**src/rtl/alu_pkg.sv**
```systemverilog
// alu_pkg: definitions shared by the serial ALU receive and response paths.
//   operation_t  - supported ALU opcodes
//   ERR_*        - bit positions inside the 3-bit error vector {DATA, CRC, OP}
//   FRAME_LEN    - serial frame length in bits (start, type, 8 payload, stop)
//   CRC4_POLY    - low terms of x^4+x+1
//   crc4_next()  - one MSB-first serial step of the CRC-4 LFSR
//   op_supported() - opcode legality check
//   frame_state_t  - receive frame FSM states
package alu_pkg;

    typedef enum logic [2:0] {
        OP_AND = 3'b000,
        OP_OR  = 3'b001,
        OP_ADD = 3'b100,
        OP_SUB = 3'b101
    } operation_t;

    localparam int ERR_DATA = 2;
    localparam int ERR_CRC  = 1;
    localparam int ERR_OP   = 0;

    localparam int unsigned FRAME_LEN = 11;

    localparam logic [3:0] CRC4_POLY = 4'b0011;

    typedef enum logic [1:0] {
        ST_IDLE,
        ST_TYPE,
        ST_PAYLOAD,
        ST_STOP
    } frame_state_t;

    function automatic logic [3:0] crc4_next(input logic [3:0] crc, input logic din);
        logic fb;
        fb = crc[3] ^ din;
        return {crc[2:0], 1'b0} ^ (fb ? CRC4_POLY : 4'b0000);
    endfunction

    function automatic logic op_supported(input logic [2:0] op);
        logic ok;
        case (op)
            OP_AND, OP_OR, OP_ADD, OP_SUB: ok = 1'b1;
            default:                       ok = 1'b0;
        endcase
        return ok;
    endfunction

endpackage

```
**src/rtl/alu_crc4.sv**
```systemverilog
// alu_crc4: serial CRC-4 (x^4+x+1, init 0, MSB first) with synchronous clear.
//   clk, rst - clock, asynchronous active-high reset
//   i_clr    - restart the CRC at 0 (wins over i_en)
//   i_en     - advance the LFSR by one bit
//   i_bit    - serial data bit
//   o_crc    - current remainder
module alu_crc4
    import alu_pkg::*;
(
    input  logic       clk,
    input  logic       rst,
    input  logic       i_clr,
    input  logic       i_en,
    input  logic       i_bit,
    output logic [3:0] o_crc
);

    logic [3:0] r_crc;

    always_ff @(posedge clk or posedge rst) begin
        if (rst) begin
            r_crc <= '0;
        end else if (i_clr) begin
            r_crc <= '0;
        end else if (i_en) begin
            r_crc <= crc4_next(r_crc, i_bit);
        end
    end

    assign o_crc = r_crc;

endmodule

```
**src/rtl/alu_serial_rx.sv**
```systemverilog
// alu_serial_rx: serial ALU packet receiver.
// Deserialises 11-bit frames from sin into operands B, A and opcode, checks
// framing, frame count, CRC-4 and opcode, and presents one result per packet
// on a valid/ready output register.
//   clk, rst   - clock, asynchronous active-high reset
//   sin        - serial input, idle high, one bit per cycle
//   out_valid  - result available; out_ready accepts it
//   out_b/a    - operands (B received first)
//   out_op     - opcode
//   out_err    - {ERR_DATA, ERR_CRC, ERR_OP}, at most one bit set
//   overrun    - one-cycle pulse when a finished packet is dropped
module alu_serial_rx
    import alu_pkg::*;
#(
    parameter int unsigned N_BYTES     = 4,
    parameter int unsigned TIMEOUT_CYC = 32
) (
    input  logic                 clk,
    input  logic                 rst,
    input  logic                 sin,
    output logic                 out_valid,
    input  logic                 out_ready,
    output logic [8*N_BYTES-1:0] out_b,
    output logic [8*N_BYTES-1:0] out_a,
    output logic [2:0]           out_op,
    output logic [2:0]           out_err,
    output logic                 overrun
);

    localparam int unsigned DATA_W   = 8 * N_BYTES;
    localparam int unsigned N_FRAMES = 2 * N_BYTES;
    localparam int unsigned FCNT_W   = $clog2(N_FRAMES + 2);
    localparam int unsigned TO_W     = $clog2(TIMEOUT_CYC);
    localparam logic [FCNT_W-1:0] FCNT_FULL = FCNT_W'(N_FRAMES);
    localparam logic [FCNT_W-1:0] FCNT_SAT  = FCNT_W'(N_FRAMES + 1);
    localparam logic [TO_W-1:0]   TO_LAST   = TO_W'(TIMEOUT_CYC - 1);

    frame_state_t        r_state;
    logic                r_is_cmd;
    logic [2:0]          r_bit_cnt;
    logic [FCNT_W-1:0]   r_fcnt;
    logic [TO_W-1:0]     r_idle_cnt;
    logic                r_pkt_open;
    logic                r_err_data;
    logic [2*DATA_W-1:0] r_shift;
    logic [2:0]          r_op;
    logic [3:0]          r_rx_crc;
    logic                r_out_valid;
    logic [DATA_W-1:0]   r_out_b;
    logic [DATA_W-1:0]   r_out_a;
    logic [2:0]          r_out_op;
    logic [2:0]          r_out_err;
    logic                r_overrun;

    logic                w_cmd_done;
    logic                w_timeout;
    logic                w_done;
    logic                w_crc_en;
    logic                w_crc_bit;
    logic [3:0]          w_crc;
    logic                w_err_data;
    logic [DATA_W-1:0]   w_res_b;
    logic [DATA_W-1:0]   w_res_a;
    logic [2:0]          w_res_op;
    logic [2:0]          w_res_err;

    always_comb begin
        w_cmd_done = (r_state == ST_STOP) && r_is_cmd;
        w_timeout  = (r_state == ST_IDLE) && sin && r_pkt_open && (r_idle_cnt == TO_LAST);
        w_done     = w_cmd_done || w_timeout;
        // Cmd payload: bit7 is replaced by a constant 1, OP bits are fed,
        // the received CRC nibble (bits 3..0) is not.
        w_crc_en   = (r_state == ST_PAYLOAD) && (!r_is_cmd || (r_bit_cnt >= 3'd4));
        w_crc_bit  = (r_is_cmd && (r_bit_cnt == 3'd7)) ? 1'b1 : sin;
        // sin here is the cmd-frame stop bit
        w_err_data = r_err_data || !sin || (r_fcnt != FCNT_FULL);
        w_res_b    = '0;
        w_res_a    = '0;
        w_res_op   = '0;
        w_res_err  = '0;
        if (w_timeout) begin
            w_res_err[ERR_DATA] = 1'b1;
        end else begin
            w_res_b  = r_shift[2*DATA_W-1:DATA_W];
            w_res_a  = r_shift[DATA_W-1:0];
            w_res_op = r_op;
            if (w_err_data) begin
                w_res_err[ERR_DATA] = 1'b1;
            end else if (w_crc != r_rx_crc) begin
                w_res_err[ERR_CRC] = 1'b1;
            end else if (!op_supported(r_op)) begin
                w_res_err[ERR_OP] = 1'b1;
            end
        end
    end

    alu_crc4 u_crc (
        .clk   (clk),
        .rst   (rst),
        .i_clr (w_done),
        .i_en  (w_crc_en),
        .i_bit (w_crc_bit),
        .o_crc (w_crc)
    );

    always_ff @(posedge clk or posedge rst) begin
        if (rst) begin
            r_state     <= ST_IDLE;
            r_is_cmd    <= 1'b0;
            r_bit_cnt   <= '0;
            r_fcnt      <= '0;
            r_idle_cnt  <= '0;
            r_pkt_open  <= 1'b0;
            r_err_data  <= 1'b0;
            r_shift     <= '0;
            r_op        <= '0;
            r_rx_crc    <= '0;
            r_out_valid <= 1'b0;
            r_out_b     <= '0;
            r_out_a     <= '0;
            r_out_op    <= '0;
            r_out_err   <= '0;
            r_overrun   <= 1'b0;
        end else begin
            r_overrun <= 1'b0;

            // Output register: a completion loads when the slot is free or
            // is being emptied this cycle; otherwise it is dropped.
            if (w_done) begin
                if (!r_out_valid || out_ready) begin
                    r_out_valid <= 1'b1;
                    r_out_b     <= w_res_b;
                    r_out_a     <= w_res_a;
                    r_out_op    <= w_res_op;
                    r_out_err   <= w_res_err;
                end else begin
                    r_overrun <= 1'b1;
                end
            end else if (r_out_valid && out_ready) begin
                r_out_valid <= 1'b0;
            end

            case (r_state)
                ST_IDLE: begin
                    if (!sin) begin
                        r_state    <= ST_TYPE;
                        r_idle_cnt <= '0;
                    end else if (w_timeout) begin
                        r_pkt_open <= 1'b0;
                        r_fcnt     <= '0;
                        r_err_data <= 1'b0;
                        r_shift    <= '0;
                        r_idle_cnt <= '0;
                    end else if (r_pkt_open) begin
                        r_idle_cnt <= r_idle_cnt + 1'b1;
                    end
                end
                ST_TYPE: begin
                    r_is_cmd  <= sin;
                    r_bit_cnt <= 3'd7;
                    r_state   <= ST_PAYLOAD;
                end
                ST_PAYLOAD: begin
                    if (!r_is_cmd) begin
                        r_shift <= {r_shift[2*DATA_W-2:0], sin};
                    end else if (r_bit_cnt >= 3'd4) begin
                        if (r_bit_cnt != 3'd7) begin
                            r_op <= {r_op[1:0], sin};
                        end
                    end else begin
                        r_rx_crc <= {r_rx_crc[2:0], sin};
                    end
                    if (r_bit_cnt == 3'd0) begin
                        r_state <= ST_STOP;
                    end else begin
                        r_bit_cnt <= r_bit_cnt - 1'b1;
                    end
                end
                ST_STOP: begin
                    r_state <= ST_IDLE;
                    if (r_is_cmd) begin
                        r_pkt_open <= 1'b0;
                        r_fcnt     <= '0;
                        r_err_data <= 1'b0;
                        r_shift    <= '0;
                    end else begin
                        r_pkt_open <= 1'b1;
                        if (!sin) begin
                            r_err_data <= 1'b1;
                        end
                        if (r_fcnt != FCNT_SAT) begin
                            r_fcnt <= r_fcnt + 1'b1;
                        end
                    end
                end
                default: r_state <= ST_IDLE;
            endcase
        end
    end

    assign out_valid = r_out_valid;
    assign out_b     = r_out_b;
    assign out_a     = r_out_a;
    assign out_op    = r_out_op;
    assign out_err   = r_out_err;
    assign overrun   = r_overrun;

endmodule
```
**config.mk**
```make
export PLATFORM = sky130hd
export DESIGN_NAME = alu_serial_rx
export DESIGN_NICKNAME = d
export VERILOG_FILES = /design/src/rtl/alu_pkg.sv /design/src/rtl/alu_crc4.sv /design/src/rtl/alu_serial_rx.sv
export SDC_FILE = /design/constraint.sdc
export NUM_CORES = 1
export LEC_CHECK = 0
export CAP_MARGIN = 10
export CELL_PAD_IN_SITES_DETAIL_PLACEMENT = 1
export CELL_PAD_IN_SITES_GLOBAL_PLACEMENT = 1
export CORE_MARGIN = 2
export CORE_UTILIZATION = 35
export CTS_CLUSTER_SIZE = 40
export DETAILED_ROUTE_END_ITERATION = 8
export PLACE_DENSITY_LB_ADDON = 0.1
export SLEW_MARGIN = 20
export SYNTH_ARGS = -nofsm -noshare
export SYNTH_HDL_FRONTEND = slang
export SYNTH_SLANG_ARGS = --single-unit
```
**constraint.sdc**
```tcl
create_clock -name clk -period 13.7 [get_ports clk]
set_input_delay 2.055 -clock clk [delete_from_list [all_inputs] [get_ports clk]]
set_output_delay 2.055 -clock clk [all_outputs]
set_load 0.005 [all_outputs]
```
* Word level (Yosys, flattened, before mapping)
Cells that the tools add are included.
** Operators by class
- Order comparisons :: 1
- Add/sub/neg operators :: 3
- Bitwise operators :: 3
- Shifts and indexed selects :: 0
- Multipliers :: 0
- Reductions and logical operators :: 35
- Muxes and demuxes :: 48
- Divide/modulo/power cells :: 0
- Equal/unequal tests :: 23
** Operators with widths (number)
- $mux W64 :: 4
- $pmux W64 S3 :: 1
- $mux W32 :: 2
- $mux W4 :: 6
- $mux W1 :: 20
- $mux W5 :: 3
- $ne A2 B2 Y1 const B :: 7
- $reduce_and A4 Y1 :: 3
- $mux W2 :: 5
- $reduce_and A2 Y1 :: 5
- $eq A3 B3 Y1 const B :: 3
- $ne A4 B4 Y1 const B :: 2
- $pmux W2 S4 :: 1
- $pmux W4 S2 :: 1
- $reduce_bool A2 Y1 :: 4
- $logic_and A1 B1 Y1 :: 7
- $logic_not A3 Y1 :: 2
- $mux W3 :: 2
- $ne A3 B3 Y1 const B :: 2
- $pmux W3 S2 :: 1
- $reduce_and A3 Y1 :: 2
- $add A5 B1 Y5 const B :: 1
- $eq A5 B5 Y1 const B :: 1
- $logic_or A1 B1 Y1 :: 5
- other kinds (19) :: 23
** Storage, ports and cells
- Input bits :: 4
- Output and inout port bits :: 72
- ROM bits :: 0
- Register bits :: 164
- Bits in writable memories :: 0
- Bits in latches :: 0
- Memories kept :: 0
- Word-level logic and storage cells :: 130

* Longest topological paths before layout
- Word-level depth :: 10
- Depth in mapped cells :: 10
- Depth with buffers taken out :: 7

* Cells and area by module
Synthesis repeated with hierarchy kept, for this count alone.
** Unflattened totals
- Cell total of the unflattened synthesis :: 677
- Area, all modules :: 7388.3 µm²
** By module, submodules not included
- alu_serial_rx :: cells an instance 659, area each 7195.7 µm², seq. area each 4003.8 µm², times used 1
- alu_crc4 :: cells an instance 18, area each 192.7 µm², seq. area each 100.1 µm², times used 1

* Least setup slack after synthesis
No wires, ideal clock.
- Path kind :: input -> register
- Start :: in sin
- End :: reg r_shift[31]
- Setup slack :: 10586 ps
- Data arrival time :: 2989 ps
- Setup time :: 124 ps
- Path buffers :: 3
- Stages :: 7
- Required time :: 13576 ps
- Cell sequence :: nand4_2 a211o_1 buf_6 buf_6 buf_6 nand2_1 o21ai_1
** On the way
- Word-level cells in the longest chain between the ends :: 5
- Elaborated cells between the ends (all ways) :: 6
- Classes of those cells :: eq/ne (2); reduce/logical (4)
** Ends and longest elaborated chain
- start, declared :: RTL line alu_serial_rx.sv:20 : input logic sin,
- $logic_and A1 B1 Y1 (3 in a row) :: RTL line alu_serial_rx.sv:69 : w_timeout = (r_state == ST_IDLE) && sin && r_pkt_open && (r_idle_cnt == TO_LAST);
- $ne A2 B2 Y1 (no source line)
- $reduce_and A5 Y1 (no source line) (*)
- end signal, assigned :: RTL line alu_serial_rx.sv:165 : r_shift <= {r_shift[2*DATA_W-2:0], sin};
- end, declared :: RTL line alu_serial_rx.sv:45 : logic [2*DATA_W-1:0] r_shift;
Every way passes the cells marked *; elsewhere a longest branch is shown, timed or not.
A chain may end at the register's enable or synchronous reset.

* Worst setup path in the final report
- Start :: in sin
- End :: reg r_out_err[0], in the netlist out_err[0]
** On the way
- Word-level cells in the longest chain between the ends :: 5
- Elaborated cells between the ends (all ways) :: 10
- Classes of those cells :: mux (2); reduce/logical (8)
** Ends and longest elaborated chain
- $logic_not A1 Y1 / $logic_and A1 B1 Y1 (equally long branches)
- $logic_or A1 B1 Y1 / $logic_and A1 B1 Y1 (equally long branches) (2 in a row) :: RTL line alu_serial_rx.sv:76, alu_serial_rx.sv:69
- $mux W2 / $logic_or A1 B1 Y1 (equally long branches) :: RTL line alu_serial_rx.sv:87, alu_serial_rx.sv:70
- $mux W2 / $reduce_and A2 Y1 (equally long branches)
- end signal, assigned :: RTL line alu_serial_rx.sv:135 : r_out_err <= w_res_err;
- end, declared :: RTL line alu_serial_rx.sv:52 : logic [2:0] r_out_err;
Parallel ways exist; a longest one is shown, timed or not.

==> results.yml <==
outcome:
  outcome: "finished clean"
drt:
  ant_nets: 0
  wl_um: 14500
  dr.pass1.iters: 4
  num_vias: 4568
  drcViolationCount: 0
  post_drt_wl_per_cell_um: 16.1
  viasPerCell: 5.06
  drt_iter0_drc: 234
clock_network:
  cts_tree: "done"
  cts_root_buffer: "clkbuf_16"
  cts_resized: 0
  clk_latency_ps: 430
  ctsHoldBuffers: 0
  postCtsSetupBuffers: 0
  path_clk_slew_ps: 60
  h-tree-depth: 4
  cts.sinks: 164
  clock_path_buffers: 2
  cts_buffers: 17
synth:
  avgSynthCellArea_um2: 11.1
  ys_seq_area_share_pct: 62.0
  synth_ff_type: "dfrtp_1"
  ys_seq_elements: 164
  yosys_warnings: 0
  synth_edf_count: 0
  synth_cell_types: 40
  syn-instance-count: 597
  async_flop_share_pct: 100
  synth_area_mm2: 0.00662
  synth_nets: 614
critical_path:
  path_max_fanout: 69
  crit_path_cell_trace: "clkdlybuf4s50_1, nand4_2, and3b_2, buf_4, nor3b_1, a32o_1"
  reg2reg_depth: 8
  arrival_ps: 4400
  critPathMaxStageDelay_ps: 650
  crit_slowest_cell: "clkdlybuf4s50_1"
  path_buf_inv: 2
  crit_type: "input pin to flop"
  cp-start-kind: "input pin"
  path_depth: 6
  cp.required_ps: 14060
  cp_top_family: "buffers and inverters"
  cp-end-kind: "flop"
timing:
  setup_viol: 0
  clock.fmax_ghz: 0.248
  slew_headroom_pct: 37.7
  hold_viol: 0
  setup_ws_ps: 9660
  finClkSkew_ps: 12.5
  whs_ps: 485
  worstMarginPinSlew_ps: 935
  fin_crit_sh_pct: 29.5
  final_max_slew_viol_count: 0
  timing.setup.tns_ps: 0
  period_needed_ps: 4040
  rsz0062_at_grt: "no"
die:
  core_area_mm2: 0.0186
  rows: 50
  pin_count: 76
  die_w_um: 142
  die_area_mm2: 0.0200
  start_util_pct: 35.5
  die_h_um: 142
pwr:
  leakage_nw: 3.64
  ir_drop_v: 0.0000938
  power_density_mw_per_mm2: 189
layout:
  post-route-util_pct: 43.6
  n_antenna_cell: 0
  drive_gt1_share_pct: 7.32
  nNetsFinal: 673
  multi_input_area_mm2: 0.00225
  regArea_mm2: 0.00410
  fill_cells: 2002
  area_growth_pct: 22.6
placed_design:
  gp_congestion: 0.713
  dp_hpwl_um: 8800
  portBuffers: 75
  post-place-ws_ps: 9200
worst_hold_path:
  hold_depth: 1
  hold_path_class: "flop to flop"
global_route:
  grt.met1_usage_pct: 21.2
  grt.busiest_layer: "met2"
  first_global_vias: 4819
  gr-total-overflow: 0
  antenna_found_initial: 0
  grt_max_degree: 129
  grt_pass1_wl_um: 24900
  use_met3_pct: 3.24
  grt.met2_usage_pct: 24.9
  grtUsageTotal_pct: 15.7
job:
  drv_cap: 0
-- stage by stage --
| stage | total power [mW] | instance area, um2 | instances |
|---|---|---|---|
| 2_1_floorplan | 0.927 | 6620 | 597 |
| 3_3_place_gp | 1.03 | 7490 | 870 |
| 3_5_place_dp | 1.05 | 7490 | 870 |
| 4_1_cts | 1.54 | 8090 | 902 |
| 5_1_grt | 1.64 | 8120 | 903 |
| 6_report | 1.53 | 8120 | 903 |
-- worst register-to-register path, delay by kind of cell (launching register included) --
kind                     cells  cell delay [ps]
AND/OR/NAND/NOR              4              920
buffers and inverters        1              640
adder cells (fa/ha/maj)      2              500
flip-flops                   1              430
AO/OA/AOI/OAI                1              210
-- power by group --
group	switching [mW]	leakage, nW	total [mW]	internal [mW]
registers	0.0602	2.23	0.612	0.552
clock network	0.204	0.284	0.485	0.281
logic	0.270	1.12	0.435	0.165
total	0.534	3.64	1.53	0.998
-- per-layer routing --
layer / up-vias / part of all wire, %
met4: 0 / 1.6
met1: 2310 / 49
li1: 2185 / -
met2: 58 / 47
met5: - / 0
met3: 15 / 2.0
-- cells in the mapped netlist, types with 3 or more instances --
cell	count	area, um2
inv_1	15	56.3
nand2_1	144	541
dfrtp_1	164	4100
o21ai_0	59	295
nor3_1	5	25.0
buf_6	7	78.8
clkbuf_2	4	20.0
clkbuf_1	15	56.3
nand2b_1	4	25.0
buf_2	11	55.1
o21ai_1	20	100
mux2_2	6	67.6
nor2_1	7	26.3
a21oi_1	6	30.0
ha_1	13	163
nor2b_1	3	18.8
xor2_1	4	35.0
xnor2_1	3	26.3
mux2i_1	3	30.0
a22o_1	73	639
and3_1	4	25.0
-- sequential cells by signal, summed over array words and instances, names as in the netlist --
name	cells
out_err	3
out_a	32
u_crc.o_crc	4
r_is_cmd	1
r_shift	64
out_b	32
r_pkt_open	1
overrun	1
r_rx_crc	4
r_err_data	1
r_op	3
r_fcnt	4
out_valid	1
r_state	2
out_op	3
r_bit_cnt	3
r_idle_cnt	5
-- layout by cell type, fill, tap and decap left out, types with 5 or more instances in the layout --
cell type,n
dfrtp_1,164
nand2_1,143
clkdlybuf4s50_1,75
a22o_1,73
o21ai_1,20
ha_1,12
a21oi_1,6
inv_1,14
mux2_2,6
o21ai_0,59
nor3_1,5
nor2_1,7
clkbuf_16,17
-- final timing paths --
kind / start / to / slack [ps]
setup / recovery: sin / out_err[0] / 9660
hold / removal: out_err[1] / out_err[1] / 490
setup reg to reg: r_idle_cnt[0] / out_err[0] / 10940
hold reg to reg: out_err[1] / out_err[1] / 490
max in group asynchronous: rst / out_b[26] / 10050
min in group asynchronous: rst / out_b[20] / 2170
-- layout make-up --
| cell class | count | area share [%] |
|---|---|---|
| well taps | 234 | 3.60 |
| multi-input cells | 378 | 27.7 |
| inverters | 15 | 0.755 |
| flip-flops and latches | 164 | 50.5 |
| repair buffers | 80 | 9.95 |
| clock buffers | 19 | 5.58 |
| clock inverters | 13 | 1.85 |
-- cell families (layout without fill, tap and decap cells) --
kind of cell / after synthesis / in the layout / synth area share (%)
AO/OA/AOI/OAI: 172 / 172 / 17.8
XOR/XNOR: 7 / 7 / 0.926
adder cells (fa/ha/maj): 13 / 13 / 2.46
buffers and inverters: 55 / 127 / 4.25
flip-flops: 164 / 164 / 62.0
multiplexers: 9 / 9 / 1.47
AND/OR/NAND/NOR: 177 / 177 / 11.1
Note: power is estimated with default switching activity, not from simulation.
